## config.mk

```make
export PLATFORM = sky130hd
export DESIGN_NAME = ov7670_stream_gen_flat
export DESIGN_NICKNAME = d
export VERILOG_FILES = /design/src/rtl/ov7670_stream_gen_pkg.sv /design/src/rtl/ov7670_stream_gen_if.sv /design/src/rtl/ov7670_stream_gen_pattern_gen.sv /design/src/rtl/ov7670_stream_gen.sv /design/src/flat_wrapper.sv
export SDC_FILE = /design/constraint.sdc
export NUM_CORES = 1
export LEC_CHECK = 0
export CORE_MARGIN = 2
export CORE_UTILIZATION = 49
export DETAILED_ROUTE_END_ITERATION = 12
export GPL_ROUTABILITY_DRIVEN = 0
export GPL_TIMING_DRIVEN = 0
export PLACE_DENSITY = 0.79
export SETUP_SLACK_MARGIN = 0.5
export SLEW_MARGIN = 20
export SYNTH_ARGS = -nofsm -noshare
export SYNTH_HDL_FRONTEND = slang
export SYNTH_SLANG_ARGS = --single-unit
```

## constraint.sdc

```tcl
create_clock -name clk -period 4.1 [get_ports clk]
set_input_delay 0.82 -clock clk [delete_from_list [all_inputs] [get_ports clk]]
set_output_delay 0.82 -clock clk [all_outputs]
set_load 0.01 [all_outputs]
```

## src/rtl/ov7670_stream_gen_pkg.sv

```systemverilog
// Shared types and constants for the OV7670 stream generator.
package ov7670_stream_gen_pkg;

  typedef enum logic [1:0] {
    PAT_HRAMP = 2'd0,
    PAT_VRAMP = 2'd1,
    PAT_CHECK = 2'd2,
    PAT_FLAT  = 2'd3
  } pattern_e;

  typedef enum logic {
    ST_IDLE = 1'b0,
    ST_RUN  = 1'b1
  } state_e;

  localparam logic [7:0] Y_BLACK        = 8'h10;
  localparam logic [7:0] Y_WHITE        = 8'hEB;
  localparam logic [7:0] CHROMA_NEUTRAL = 8'h80;

endpackage

```

## src/rtl/ov7670_stream_gen_if.sv

```systemverilog
// Parallel camera bus as seen between the sensor side and the receiver.
interface ov7670_stream_gen_if;
  logic       cam_VSYNC;
  logic       cam_HREF;
  logic [7:0] cam_D;

  modport master (output cam_VSYNC, output cam_HREF, output cam_D);
  modport slave  (input  cam_VSYNC, input  cam_HREF, input  cam_D);
endinterface

```

## src/rtl/ov7670_stream_gen_pattern_gen.sv

```systemverilog
// Test-pattern luma generator: pure function of pattern, pixel position
// and frame number. Kept standalone so other video outputs can share it.
module cam_pattern_gen
  import ov7670_stream_gen_pkg::*;
(
  input  pattern_e   pattern,
  input  logic [7:0] h,
  input  logic [7:0] v,
  input  logic [7:0] frame_cnt,
  output logic [7:0] y
);

  // Select the luma value for the requested pattern.
  always_comb begin
    y = Y_BLACK;
    case (pattern)
      PAT_HRAMP: y = h;
      PAT_VRAMP: y = v;
      PAT_CHECK: y = (h[3] ^ v[3]) ? Y_WHITE : Y_BLACK;
      PAT_FLAT:  y = frame_cnt;
      default:   y = Y_BLACK;
    endcase
  end

endmodule

```

## src/rtl/ov7670_stream_gen.sv

```systemverilog
// OV7670 video-source model: emits VSYNC/HREF/D8 as a YUV422 byte stream,
// one byte per clock, so a camera receiver can run without a sensor.
module ov7670_stream_gen
  import ov7670_stream_gen_pkg::*;
#(
  parameter int IMAGE_WIDTH  = 640,
  parameter int IMAGE_HEIGHT = 480,
  parameter int FRAME_WIDTH  = 784,
  parameter int FRAME_HEIGHT = 510,
  parameter int V_OFFSET     = 20,
  parameter int VSYNC_LINES  = 3
) (
  input  logic                  clk,
  input  logic                  rst,
  input  logic                  enable,
  input  logic [1:0]            pattern_sel,
  ov7670_stream_gen_if.master   cam,
  output logic                  frame_done,
  output logic [7:0]            frame_cnt,
  output logic                  busy
);

  localparam int BYTES_PER_LINE = 2 * FRAME_WIDTH;
  localparam int BYTE_W = $clog2(BYTES_PER_LINE);
  localparam int LINE_W = (FRAME_HEIGHT > 1) ? $clog2(FRAME_HEIGHT) : 1;

  localparam logic [BYTE_W-1:0] BYTE_LAST    = BYTE_W'(BYTES_PER_LINE - 1);
  localparam logic [BYTE_W-1:0] ACTIVE_BYTES = BYTE_W'(2 * IMAGE_WIDTH);
  localparam logic [LINE_W-1:0] LINE_LAST    = LINE_W'(FRAME_HEIGHT - 1);
  localparam logic [LINE_W-1:0] VS_END       = LINE_W'(VSYNC_LINES);
  localparam logic [LINE_W-1:0] ACT_START    = LINE_W'(V_OFFSET);
  // One extra bit: the end of the active region may equal FRAME_HEIGHT.
  localparam logic [LINE_W:0]   ACT_END      = (LINE_W+1)'(V_OFFSET + IMAGE_HEIGHT);

  if (IMAGE_WIDTH >= FRAME_WIDTH) begin : g_bad_width
    $error("IMAGE_WIDTH must be smaller than FRAME_WIDTH");
  end
  if (VSYNC_LINES >= V_OFFSET) begin : g_bad_vsync
    $error("VSYNC_LINES must be smaller than V_OFFSET");
  end
  if (V_OFFSET + IMAGE_HEIGHT > FRAME_HEIGHT) begin : g_bad_height
    $error("V_OFFSET + IMAGE_HEIGHT must not exceed FRAME_HEIGHT");
  end

  state_e             state_q, state_d;
  logic [BYTE_W-1:0]  byte_cnt_q, byte_cnt_d;
  logic [LINE_W-1:0]  line_cnt_q, line_cnt_d;
  pattern_e           pat_q, pat_d;
  logic [7:0]         frame_cnt_q, frame_cnt_d;
  logic               vsync_q, vsync_d;
  logic               href_q, href_d;
  logic [7:0]         data_q, data_d;
  logic               frame_done_q, frame_done_d;

  logic               run_d;
  logic [7:0]         h_d, v_d, y_d;

  // Sequencing: start on enable, count bytes/lines, decide at frame end
  // whether to continue with a freshly latched pattern or stop.
  always_comb begin
    state_d     = state_q;
    byte_cnt_d  = byte_cnt_q;
    line_cnt_d  = line_cnt_q;
    pat_d       = pat_q;
    frame_cnt_d = frame_cnt_q;
    case (state_q)
      ST_IDLE: begin
        if (enable) begin
          state_d    = ST_RUN;
          byte_cnt_d = '0;
          line_cnt_d = '0;
          pat_d      = pattern_e'(pattern_sel);
        end
      end
      ST_RUN: begin
        if (byte_cnt_q == BYTE_LAST) begin
          byte_cnt_d = '0;
          if (line_cnt_q == LINE_LAST) begin
            line_cnt_d  = '0;
            frame_cnt_d = frame_cnt_q + 8'd1;
            if (enable) begin
              pat_d = pattern_e'(pattern_sel);
            end else begin
              state_d = ST_IDLE;
            end
          end else begin
            line_cnt_d = line_cnt_q + LINE_W'(1);
          end
        end else begin
          byte_cnt_d = byte_cnt_q + BYTE_W'(1);
        end
      end
      default: state_d = ST_IDLE;
    endcase
  end

  // Pixel coordinates of the byte about to be presented.
  assign h_d = 8'(byte_cnt_d[BYTE_W-1:1]);
  assign v_d = 8'(line_cnt_d) - 8'(V_OFFSET);

  cam_pattern_gen u_pattern (
    .pattern   (pat_d),
    .h         (h_d),
    .v         (v_d),
    .frame_cnt (frame_cnt_d),
    .y         (y_d)
  );

  // Bus decode from the next-state counters so registered outputs line up
  // with the counters without extra latency.
  always_comb begin
    run_d        = (state_d == ST_RUN);
    vsync_d      = run_d && (line_cnt_d < VS_END);
    href_d       = run_d && (line_cnt_d >= ACT_START) &&
                   ({1'b0, line_cnt_d} < ACT_END) &&
                   (byte_cnt_d < ACTIVE_BYTES);
    data_d       = 8'h00;
    if (href_d) begin
      data_d = byte_cnt_d[0] ? CHROMA_NEUTRAL : y_d;
    end
    frame_done_d = run_d && (byte_cnt_d == BYTE_LAST) && (line_cnt_d == LINE_LAST);
  end

  // State, counters and registered bus outputs; async reset clears all.
  always_ff @(posedge clk or posedge rst) begin
    if (rst) begin
      state_q      <= ST_IDLE;
      byte_cnt_q   <= '0;
      line_cnt_q   <= '0;
      pat_q        <= PAT_HRAMP;
      frame_cnt_q  <= 8'h00;
      vsync_q      <= 1'b0;
      href_q       <= 1'b0;
      data_q       <= 8'h00;
      frame_done_q <= 1'b0;
    end else begin
      state_q      <= state_d;
      byte_cnt_q   <= byte_cnt_d;
      line_cnt_q   <= line_cnt_d;
      pat_q        <= pat_d;
      frame_cnt_q  <= frame_cnt_d;
      vsync_q      <= vsync_d;
      href_q       <= href_d;
      data_q       <= data_d;
      frame_done_q <= frame_done_d;
    end
  end

  assign cam.cam_VSYNC = vsync_q;
  assign cam.cam_HREF  = href_q;
  assign cam.cam_D     = data_q;
  assign frame_done    = frame_done_q;
  assign frame_cnt     = frame_cnt_q;
  assign busy          = (state_q == ST_RUN);

endmodule

```

## src/flat_wrapper.sv

```systemverilog
// flat-port wrapper written by rule: the top's interface ports become plain ports
module ov7670_stream_gen_flat import ov7670_stream_gen_pkg::*;
#(
  parameter int IMAGE_WIDTH  = 640,
  parameter int IMAGE_HEIGHT = 480,
  parameter int FRAME_WIDTH  = 784,
  parameter int FRAME_HEIGHT = 510,
  parameter int V_OFFSET     = 20,
  parameter int VSYNC_LINES  = 3
)
  (clk, rst, enable, pattern_sel, frame_done, frame_cnt, busy, cam_cam_VSYNC, cam_cam_HREF, cam_cam_D);
  ov7670_stream_gen_if cam_i ();
  input  logic clk;
  input  logic rst;
  input  logic enable;
  input  logic [1:0] pattern_sel;
  output logic frame_done;
  output logic [7:0] frame_cnt;
  output logic busy;
  output wire logic [$bits(cam_i.cam_VSYNC)-1:0] cam_cam_VSYNC;
  output wire logic [$bits(cam_i.cam_HREF)-1:0] cam_cam_HREF;
  output wire logic [$bits(cam_i.cam_D)-1:0] cam_cam_D;
  assign cam_cam_VSYNC = cam_i.cam_VSYNC;
  assign cam_cam_HREF = cam_i.cam_HREF;
  assign cam_cam_D = cam_i.cam_D;
  ov7670_stream_gen #(.IMAGE_WIDTH(IMAGE_WIDTH), .IMAGE_HEIGHT(IMAGE_HEIGHT), .FRAME_WIDTH(FRAME_WIDTH), .FRAME_HEIGHT(FRAME_HEIGHT), .V_OFFSET(V_OFFSET), .VSYNC_LINES(VSYNC_LINES)) u_core (.clk(clk), .rst(rst), .enable(enable), .pattern_sel(pattern_sel), .cam(cam_i), .frame_done(frame_done), .frame_cnt(frame_cnt), .busy(busy));
endmodule
```

==> summary.md <==
| Metric | Value |
|---|---|
| Status | `complete, no violations` |
| H-tree lvl count | `2` |
| CP max stage cell | `or4b_4` |
| Synth Register Bits | `42` |
| Post-Route WL | `6070 um` |
| Crit path required time | `4.26 ns` |
| Crit path largest cell delay | `0.59 ns` |
| Tcrit/Tclk final | `84.4%` |
| Cell taking the most area after synthesis | `dfrtp_1` |
| Sequential share of the synthesized area | `42.5%` |
| Worst-Margin Slew | `0.826 ns` |
| Crit path capture | `u_core.cam.cam_D[4]` |
| Layout Nets | `317` |
| Main synth FF type | `dfrtp_1` |
| R2r startpoint | `u_core.byte_cnt_q[6]` |
| Post-placement setup slack | `0.418 ns` |
| Worst-path clk slew | `0.08 ns` |
| Final Max Slew Viols | `0` |
| XOR/XNOR share of the synthesized area | `3.89%` |
| Final worst setup slack | `0.639 ns` |
| Mux cell area share after synthesis | `1.37%` |
| Gr ovfl total | `0` |
| N_diodes | `0` |
| Clock buffer count from CTS | `5` |
| DPL Wire Length | `4490 um` |
| Synth Warn # | `0` |
| Vias per inst | `6.09` |
| Area growth, synth to finish | `19.1%` |
| Synth Area in Compound Gates | `20.4%` |
| Vias in the first global route | `2035` |
| Critical Path AT | `3.62 ns` |
| Multi-input gate area | `0.00133 sq mm` |
| # DRC | `0` |
| DIE AREA | `0.00563 sq mm` |
| Internal reg-to-reg setup slack | `0.64 ns` |
| CTS Root Cell | `clkbuf_8` |
| Final setup TNS | `0 ns` |
| Initial core utilization | `51.7%` |
| Post-synth ARST share | `100%` |
| CP endpoint kind | `flop` |
| RSZ-0062 raised after global routing | `true` |
| HP Class | `reg2reg` |
| Clock tree buffer depth | `2` |
| Chip height | `75.1 um` |
| Netlist cell types | `55` |
| Core ar. | `0.00479 sq mm` |
| Max VDD drop | `0.167 mV` |
| Total Routing Usage GR | `23.0%` |
| Fin util | `61.5%` |
| Cell Chain, Critical Path | `or4b_4 -> or4_1 -> buf_6 -> nor3_1 -> a211o_1 -> ha_1 -> xor2_1 -> a21oi_1 -> a21boi_0 -> a2111oi_2` |
| Via count | `2278` |
| Avg Cell Area, Syn | `9.16 sq um` |
| Fin. Hold Viols | `0` |
| Relative slew margins | `44.3%` |
| Clock latency on the worst-skew pair | `0.29 ns` |
| MaxCap Viol Count | `0` |
| CP Max Fanout | `9` |
| Synth Area in Adders | `2.53%` |
| Largest net degree at the start of global routing | `23` |
| RR Endpoint | `u_core.cam.cam_D[4]` |
| Worst setup path startpoint | `u_core.byte_cnt_q[6]` |
| Share of the synthesized area in the top cell type | `42.5%` |
| Initial DRC count | `268` |
| Hold-fix buffers, CTS | `0` |
| First-pass iteration count of the detailed router | `5` |
| Most common cell in the netlist | `dfrtp_1` |
| Top cell types by occurrence after synthesis | `42 x dfrtp_1, 35 x nand2_1, 20 x o21ai_0` |
| Clock Skew | `0.00831 ns` |
| Post-synth EDFFs | `0` |
| Antenna violations before repair | `0` |
| Drt wl/cell | `16.2 um` |
| CP startpoint kind | `flop` |
| IO Port Bufs | `24` |
| Mapped Cells | `270` |
| PwrDens | `232 mW/mm^2` |
| Core Rows | `25` |
| # fillers | `408` |
| IO Pins | `25` |
| Fmax | `289 MHz` |
| Main combinational cell family by area after synthesis | `simple AND/OR/NAND/NOR gates` |
| Area contributors post-synth | `dfrtp_1 42%, nand2_1 5.3%, o21ai_0 4.0%, nand4_1 3.0%, ha_1 2.5%` |
| TritonCTS clock tree | `yes` |
| CP Class | `reg2reg` |
| # clock sinks | `42` |
| Minimum clock period | `3.46 ns` |
| Synth Area in Simple Gates | `25.3%` |
| Mapped Nets | `280` |
| Crit path depth | `10` |
| Die width | `75.1 um` |
| Worst Path Buf+Inv | `1` |
| Final setup violation count | `0` |
| Synthesized area | `0.00247 sq mm` |
| Sequential Area | `0.00105 sq mm` |
| Ratio of cells with drive above 1 in the final layout | `11.1%` |
| Top delay family on crit path | `simple AND/OR/NAND/NOR gates` |
| Routed Antenna Nets | `0` |
| Reg2Reg Depth | `10` |
| Hold WS | `0.484 ns` |
| First-pass GRT wire length | `9800 um` |
| LEAKAGE | `1.18 nW` |
-- cell families after synthesis --
| kind of cell | count (synthesis) |
|---|---|
| muxes | 2 |
| xor gates and xnor gates | 11 |
| and+or+nand+nor | 113 |
| AOI/OAI and AO/OA | 73 |
| buffers and inverters | 24 |
| DFF | 42 |
| adders and majority gates | 5 |
-- worst min path at each step --
stage,startpoint,to,depth (start not counted)
2_1_floorplan,u_core.byte_cnt_q[10],u_core.byte_cnt_q[10],1
3_3_place_gp,u_core.frame_cnt[7],u_core.frame_cnt[7],1
3_5_place_dp,u_core.frame_cnt[7],u_core.frame_cnt[7],1
4_1_cts,u_core.frame_cnt[7],u_core.frame_cnt[7],1
5_1_grt,u_core.frame_cnt[7],u_core.frame_cnt[7],1
6_report,u_core.frame_cnt[7],u_core.frame_cnt[7],1
-- layer usage --
metal	vias to the layer above	wire length [um]	global-route usage, %
met5	-	0	0
met2	99	2840	35.6
li1	1078	-	-
met1	1092	2740	33.1
met3	9	420	4.95
met4	0	70	5.95
-- through the flow --
step	total power, W	std cells	area, sq um
CTS	0.000686	369	2910
detailed placement	0.000439	362	2830
floorplan	0.000428	270	2470
global route	0.000705	374	2950
global placement	0.000436	361	2800
finish	0.000682	374	2950
-- power by group --
group	switching, W	internal [W]	leakage [nW]
clock network	0.000135	0.000117	0.0373
registers	0	0.000414	0.528
logic	0.0000102	0.00000639	0.617
-- layout make-up --
cell class                      instances  share of cell area (%)
Tap cell                               67                    2.85
Sequential cell                        42                    35.7
Multi-Input combinational cell        204                    45.0
Clock inverter                          1                   0.255
Buffer                                  8                    1.27
Clock buffer                            6                    2.46
Timing Repair Buffer                   30                    10.4
Inverter                               16                    2.12
-- flip-flops by register name, summed over array words and instances (netlist names) --
name / flops
u_core.byte_cnt_q: 11
u_core.frame_cnt: 8
u_core.cam.cam_D: 8
u_core.frame_done: 1
u_core.line_cnt_q: 9
u_core.cam.cam_HREF: 1
u_core.busy: 1
u_core.pat_q: 2
u_core.cam.cam_VSYNC: 1
-- placed cells by master (no fill, tap or decap), drive strengths merged, types with 3 or more instances in the layout --
cell type and instances:
o22ai 3, nand4b 4, a22oi 4, a21oi 10, clkdlybuf4s50 24, xnor2 7, inv 15, xor2 4
o31ai 4, a211o 3, clkbuf 13, ha 5, nand2 36, nor4 6, a31oi 6, o211ai 5
nor3 8, dfrtp 42, o21ai 24, or4 3, nor4b 3, nand3 11, nand4 12, and3 3
buf 7, a32oi 3, nor2 14, or2 4
-- timing repair --
item / 4_1_cts / 5_1_grt
setup endpoints to repair: 0 / 5
gates resized for setup: 0 / 1
buffers inserted: 0 / 5
Note: power is estimated with default switching activity, not from simulation.
